--- src/rtl/ctrl_issue_sequencer.sv ---
// ctrl_issue_sequencer: FIFO-buffered issue of 7-bit control words to the decoder, with hold-off after multi-cycle words
module ctrl_issue_sequencer #(
  parameter int DEPTH       = 4,
  parameter int HOLD_CYCLES = 3,
  parameter int CNT_W       = 16
) (
  input  logic                       clk,
  input  logic                       rst,
  input  logic                       in_valid,
  output logic                       in_ready,
  input  logic [6:0]                 in_word,
  input  logic                       flush,
  output logic                       dec_valid,
  output logic [6:0]                 dec_word,
  input  logic                       dec_ack,
  output logic                       busy,
  output logic [$clog2(DEPTH+1)-1:0] fifo_count,
  output logic [CNT_W-1:0]           issued_cnt
);
  localparam int AW = $clog2(DEPTH);
  localparam int CW = $clog2(DEPTH+1);
  localparam int HW = $clog2(HOLD_CYCLES+1);
  typedef enum logic [1:0] {IDLE, ISSUE, HOLD} state_t;
  state_t state, state_nxt;
  logic [6:0] mem [DEPTH];
  logic [AW-1:0] wr_ptr, rd_ptr;
  logic [HW-1:0] hold;
  logic push, pop, multi, not_empty;
  assign not_empty = fifo_count != '0;
  assign in_ready = !rst && !flush && (fifo_count < CW'(DEPTH));
  assign push = in_valid && in_ready;
  assign dec_valid = state == ISSUE;
  assign multi = dec_word[3] && dec_word[4];
  assign busy = state != IDLE || not_empty;
  always_comb begin
    state_nxt = state;
    pop = 1'b0;
    case (state)
      IDLE: begin
        pop = not_empty;
        state_nxt = not_empty ? ISSUE : IDLE;
      end
      ISSUE: if (dec_ack) begin
        pop = !multi && not_empty;
        state_nxt = multi ? HOLD : (not_empty ? ISSUE : IDLE);
      end
      HOLD: state_nxt = hold == '0 ? IDLE : HOLD;
      default: state_nxt = IDLE;
    endcase
    if (flush) begin
      state_nxt = IDLE;
      pop = 1'b0;
    end
  end
  always_ff @(posedge clk) begin
    if (rst) state <= IDLE;
    else state <= state_nxt;
  end
  always_ff @(posedge clk) if (push) mem[wr_ptr] <= in_word;
  always_ff @(posedge clk) begin
    if (rst || flush) begin
      wr_ptr <= '0;
      rd_ptr <= '0;
      fifo_count <= '0;
    end else begin
      wr_ptr <= wr_ptr + AW'(push);
      rd_ptr <= rd_ptr + AW'(pop);
      fifo_count <= fifo_count + CW'(push) - CW'(pop);
    end
  end
  always_ff @(posedge clk) begin
    if (rst) dec_word <= '0;
    else if (pop) dec_word <= mem[rd_ptr];
  end
  // Entering HOLD loads HOLD_CYCLES-1 so the window spans exactly HOLD_CYCLES cycles
  always_ff @(posedge clk) begin
    if (rst || flush) hold <= '0;
    else if (state == ISSUE && state_nxt == HOLD) hold <= HW'(HOLD_CYCLES-1);
    else if (state == HOLD && hold != '0) hold <= hold - 1'b1;
  end
  always_ff @(posedge clk) begin
    if (rst) issued_cnt <= '0;
    else if (dec_valid && dec_ack) issued_cnt <= issued_cnt + 1'b1;
  end
endmodule
--- config.mk ---
export PLATFORM = sky130hd
export DESIGN_NAME = ctrl_issue_sequencer
export DESIGN_NICKNAME = d
export VERILOG_FILES = /design/src/rtl/ctrl_issue_sequencer.sv
export SDC_FILE = /design/constraint.sdc
export NUM_CORES = 1
export LEC_CHECK = 0
export BUFFER_PORTS_ARGS = -buffer_cell sky130_fd_sc_hd__buf_2
export CORE_MARGIN = 2
export CORE_UTILIZATION = 40
export CTS_BUF_LIST = sky130_fd_sc_hd__clkbuf_4
export CTS_CLUSTER_SIZE = 10
export DETAILED_ROUTE_END_ITERATION = 8
export GPL_ROUTABILITY_DRIVEN = 0
export HOLD_SLACK_MARGIN = 0.12
export PLACE_DENSITY_LB_ADDON = 0.15
export SYNTH_ARGS = -nofsm -noshare
export SYNTH_HDL_FRONTEND = slang
export SYNTH_SLANG_ARGS = --single-unit
--- constraint.sdc ---
create_clock -name clk -period 6.9 [get_ports clk]
set_input_delay 2.07 -clock clk [delete_from_list [all_inputs] [get_ports clk]]
set_output_delay 2.07 -clock clk [all_outputs]
set_load 0.02 [all_outputs]
**After elaboration in Yosys (flattened, before gate mapping)**

Memory sizes are Yosys's and may differ from the RTL's. A register that Yosys moved wholly into a read port is not among the register bits.
Cells that the tools add are included.

- Memories kept: 1
- Memory bits (writable): 28
- Register bits after elaboration: 27
- Word-level logic and storage cells: 51
- Bits of input ports: 12

- Add/sub/neg operators: 6
- Reduce and logical (&&, ||, !) cells: 20
- Eq/ne operators: 3
- Multiplexer cells: 13
- Order comparisons: 1

Memory list:

| memory | depth | width | read ports | clocked after memory_dff | wr ports | line | text |
|---|---|---|---|---|---|---|---|
| mem | 4 | 7 | 1 | 1 | 1 | 25 | `logic [6:0] mem [DEPTH];` |

Operators by type and width:

| kind | count |
|---|---|
| adder 16 x 1 -> 16 bit, second input constant | 1 |
| two-way mux 2 bit | 6 |
| logical AND 1 bit | 8 |
| one-hot mux 2 bit (3 select lines) | 1 |
| nonzero test 2 bit | 3 |
| two-way mux 1 bit | 5 |
| adder 2 x 1 -> 2 bit | 2 |
| equality test 2 bit, second input constant | 2 |
| logical NOT 2 bit | 2 |
| adder 3 x 1 -> 3 bit | 1 |
| logical NOT 1 bit | 3 |
| less-than comparator 3 bit, second input constant | 1 |
| nonzero test 3 bit | 1 |
| subtractor 3 x 1 -> 3 bit | 1 |
| equality test 2 x 1 -> 1 bit, second input constant | 1 |
| logical OR 1 bit | 2 |
| one-hot mux 1 bit (2 select lines) | 1 |
| OR reduction 2 bit | 1 |
| subtractor 2 x 1 -> 2 bit, second input constant | 1 |

**Logic depth before layout (Yosys ltp)**

- Depth in word-level cells: 9
- Depth in mapped cells: 13
- Gate-level depth less buffers: 11

**Worst setup path before layout**

No wires, ideal clock.

- Path type: in2out
- Start point: in rst
- End point: out in_ready
- Arrival: 2.862 ns
- Buffers on the path: 2
- Path slack: 1.968 ns
- Required time: 4.830 ns
- Cell stages on the path: 4
- Path through: buf_6 -> or2_1 -> clkbuf_1 -> nor2_1

- Cells in the longest elaborated chain, start to end: 3

Ends and longest elaborated chain:

| what | line | text |
|---|---|---|
| start: declaration | 8 | `input logic rst,` |
| logical NOT 1 bit | 30 | `assign in_ready = !rst && !flush && (fifo_count < CW'(DEPTH));` |
| logical AND 1 bit (2 in a row) | 30 |  |
| end: declaration | 10 | `output logic in_ready,` |

No other way between the ends.

**Worst setup path in the final report**

Ends and elaborated chain as after synthesis.

==> results.md <==
- Outcome: complete, no violations
- Clock tree sinks: slightly above 60
- Storage cell area: 1520 sq um
- I/O pins: about 40
- Count of mapped cells out of synthesis: 205
- Final period util: ~74%
- Post-route DRC violation count: 0
- Arrival time at the worst endpoint: around 3.0 ns
- Routed length per placed instance: between 10 and 15 um
- Highest cell delay on the worst timing path: between 0.3 and 0.4 ns
- Ratio of cells with drive above 1 in the final layout: 24.1%
- Yosys cell types: 39
- Post-synth EDFFs: 28
- CTS clk-pin slew, worst paths: around 0.090 ns
- Number of buffers inserted to repair setup after CTS: 0
- Full die area: around 7200 sq um
- Total vias in the final route: ~1,600
- Hold Violations, Final: 0
- Hold Buf Count CTS: 0
- Final-report max-slew violation count: 0
- Share of Yosys cell area claimed by the top area cell type: roughly a third
- Setup repair after global routing missed its margin: false
- Dominant cell type by count on the critical path: buf_2
- Most numerous cell types in the synthesized netlist: dfxtp_1, edfxtp_1, nor2_1
- Max-cap violations: 0
- Slew margin rel.: 23.1%
- Pwr per Cell Area: about 230 nW/um^2
- Worst Hold Endpoint: issued_cnt[15]
- Final period demand of the worst path: 5.11 ns
- Longest Clk Path Bufs: 2
- Hold Path Cell Cnt: 2
- Static power due to leakage: 0.00119 uW
- Starting density of the core: 41.4%
- Total of buffers placed on input and output ports: 40
- Post-synthesis to final-layout area growth: 14.4%
- Critical R2R Launch: dec_word[4]
- Clock latency at the later pin of the worst-skew pair: 0.39 ns
- Final routed wirelength across all metal layers: 4690 um
- Area used by multi-input combinational logic: just under 1000 sq um
- Part of the Yosys area used for sequential elements: just under 60%
- Crit-path cells: buf_2, or2_1, nor2_1, buf_2
- Number of setup violations in the final report: 0
- Cell area after synthesis: about 2600 sq um
- Vias in the first global route: 1,560
- Detailed placer's ending HPWL: around 3200 um
- Die Width: 85.1 um
- Max Fanout on Critical Path: 25
- Internal power consumption: ~550 uW
- Total nets after synthesis: between 200 and 250
- Relative contribution of combinational cells to total power: 4.8%
- Quantity of gates resized following cts: 0
- Core area: ~6300 sq um
- WP data required: 4.83 ns
- Standard-cell rows: 29
- Wire length of the first global-routing pass: ~7800 um
- Max frequency: ~200 MHz
- Proportion of synthesized flip-flops having asynchronous set or reset: 0%
- Net Switching: roughly 150 uW
- Sequential share of power: 55.4%
- Avg Synthesized Cell Area: between 10 and 15 sq um
- Dpl ws: about 1.8 ns
- Net total in the final layout: about 270
- Vias/cell: between 4 and 5
- Library cell with the largest summed area after synthesis: edfxtp_1
- Total number of yosys warnings: 0
- Largest net degree at the start of global routing: 26
- Placed cells: roughly 310
- Number of filler cells placed in the layout: roughly 600
- CTS Buf Count: 9
- Synth area leaders: edfxtp_1, dfxtp_1, mux4_1
- Top_reg_cell synth: dfxtp_1
- Number of antenna cells inserted: 0
- FF-to-FF End: fifo_count[2]
- Slew at the pin closest to its max-slew limit: approximately 1.2 ns
- TritonCTS clock tree: done
- Post-route total power: about 710 uW
- Fin Setup TNS: 0 ns
- Number of H-tree levels: 3
- Flip-flop and latch count after synthesis: between 60 and 70
- DRC marker count from the first detailed-route iteration: 51
- Crit path max-delay cell type: buf_2
- Total global routing track utilization: around 14%
- Antenna violations before repair: 0
- Post-route worst setup slack: between 1.5 and 2 ns
- Finished Layout Cells: 330
- Final core utilization: between 40% and 50%
- Top Family by Delay on Critical Path: buffers and inverters
- Kind of start point of the critical path: primary input
- Worst VDD drop: between 0.0001 and 0.00015 V
- Critical path class: in -> out
- Vertical die dimension: 85.1 um
- Antenna violation net count after detailed routing: 0
- Kind of end point of the critical path: output port
- Worst min-delay path class: reg -> reg
- Detailed-routing iteration count for the pre-antenna-repair pass: 4
- Buffering stage count on the worst path with inverters included: 2
- Most frequent cell after synthesis: dfxtp_1
- Cell at the root of the clock tree: clkbuf_4
- Worst reg2reg path depth: 10
- Internal reg-to-reg setup slack: roughly 4.1 ns
- Hold path start: issued_cnt[15]
- Fin Clk Skew: 0.0205 ns
- Total congestion overflow after global routing: 0
- Clock group share of total power: 39.8%
- Switching share of power: between 20 and 25%
worst reg2reg max path: cells and delay by family (launching register included):
kind                     cells  cell delay [ns]
buffers and inverters        2             0.09
flip-flops                   1             0.38
AO/OA/AOI/OAI                2             1.01
XOR/XNOR                     2             0.30
AND/OR/NAND/NOR              1             0.05
adder cells (fa/ha/maj)      3             0.84
cells in the final DEF, fill, tap and decap left out, drive strengths merged, types with 2 or more instances in the layout:
| cell | n |
|---|---|
| o31ai | 2 |
| o21ai | 4 |
| nor2 | 25 |
| nor3b | 3 |
| and3 | 4 |
| nor3 | 5 |
| mux2i | 8 |
| or4 | 2 |
| inv | 8 |
| buf | 42 |
| clkbuf | 11 |
| xnor2 | 9 |
| mux4 | 7 |
| or3 | 3 |
| clkinv | 3 |
| and2 | 4 |
| dfxtp | 34 |
| nand2 | 7 |
| nand4 | 6 |
| nand3 | 5 |
| edfxtp | 28 |
| or2 | 2 |
| bufinv | 2 |
| a21oi | 8 |
| xor2 | 6 |
| ha | 6 |
kinds of logic (layout without fill, tap and decap cells):
kind of cell    Yosys count  in the layout  share of synthesized area [%]
mux                      15             15                           9.90
simple gates             71             71                           14.6
compound gates           17             17                           4.52
fa+ha+maj                 7              7                           3.62
flops                    62             62                           57.8
buf+inv                  18             66                           4.57
xor+xnor                 15             15                           5.00
metrics by stage:
step | cell area [sq um] | hold WS (ns)
4_1_cts | 3010 | 0.493
6_report | 3010 | 0.492
5_1_grt | 3010 | 0.500
3_3_place_gp | 2850 | 0.461
3_5_place_dp | 2850 | 0.477
2_1_floorplan | 2630 | 0.515
per-layer routing:
| metal | GRT usage, % | part of all wire, % | vias to the layer above |
|---|---|---|---|
| met5 | 0 | 0 | - |
| met4 | 7.36 | 1.3 | 0 |
| met3 | 3.70 | 3.9 | 6 |
| met2 | 20.6 | 45 | 31 |
| met1 | 19.5 | 49 | 778 |
| li1 | - | - | 833 |
state kept, by name, summed over array words and instances, names as in the netlist:
signal	count
fifo_count	3
hold	2
issued_cnt	16
rd_ptr	2
state	2
dec_word	7
mem	28
wr_ptr	2
worst max-delay path by stage:
stage / from / endpoint / slack, ns / cells after the start
2_1_floorplan: rst / in_ready / 1.97 / 4
3_3_place_gp: rst / in_ready / 1.79 / 4
3_5_place_dp: rst / in_ready / 1.78 / 4
4_1_cts: rst / in_ready / 1.78 / 4
5_1_grt: rst / in_ready / 1.71 / 4
6_report: rst / in_ready / 1.79 / 4
area by class of cell:
type,count,share of cell area [%]
clock buffers,11,2.75
repair buffers,42,7.15
clock inverters,5,2.45
well taps,77,3.20
flip-flops and latches,62,50.6
inverters,8,0.998
multi-input cells,125,32.9
power groups by stage:
stage | Sequential [uW] | Combinational, uW | Clock (uW)
4_1_cts | 391 | 34.7 | 291
3_3_place_gp | 400 | 34.0 | 0
3_5_place_dp | 400 | 34.6 | 0
5_1_grt | 392 | 37.7 | 308
6_report | 391 | 33.9 | 281
2_1_floorplan | 401 | 22.0 | 0
Power figures use the tool's default switching activity.
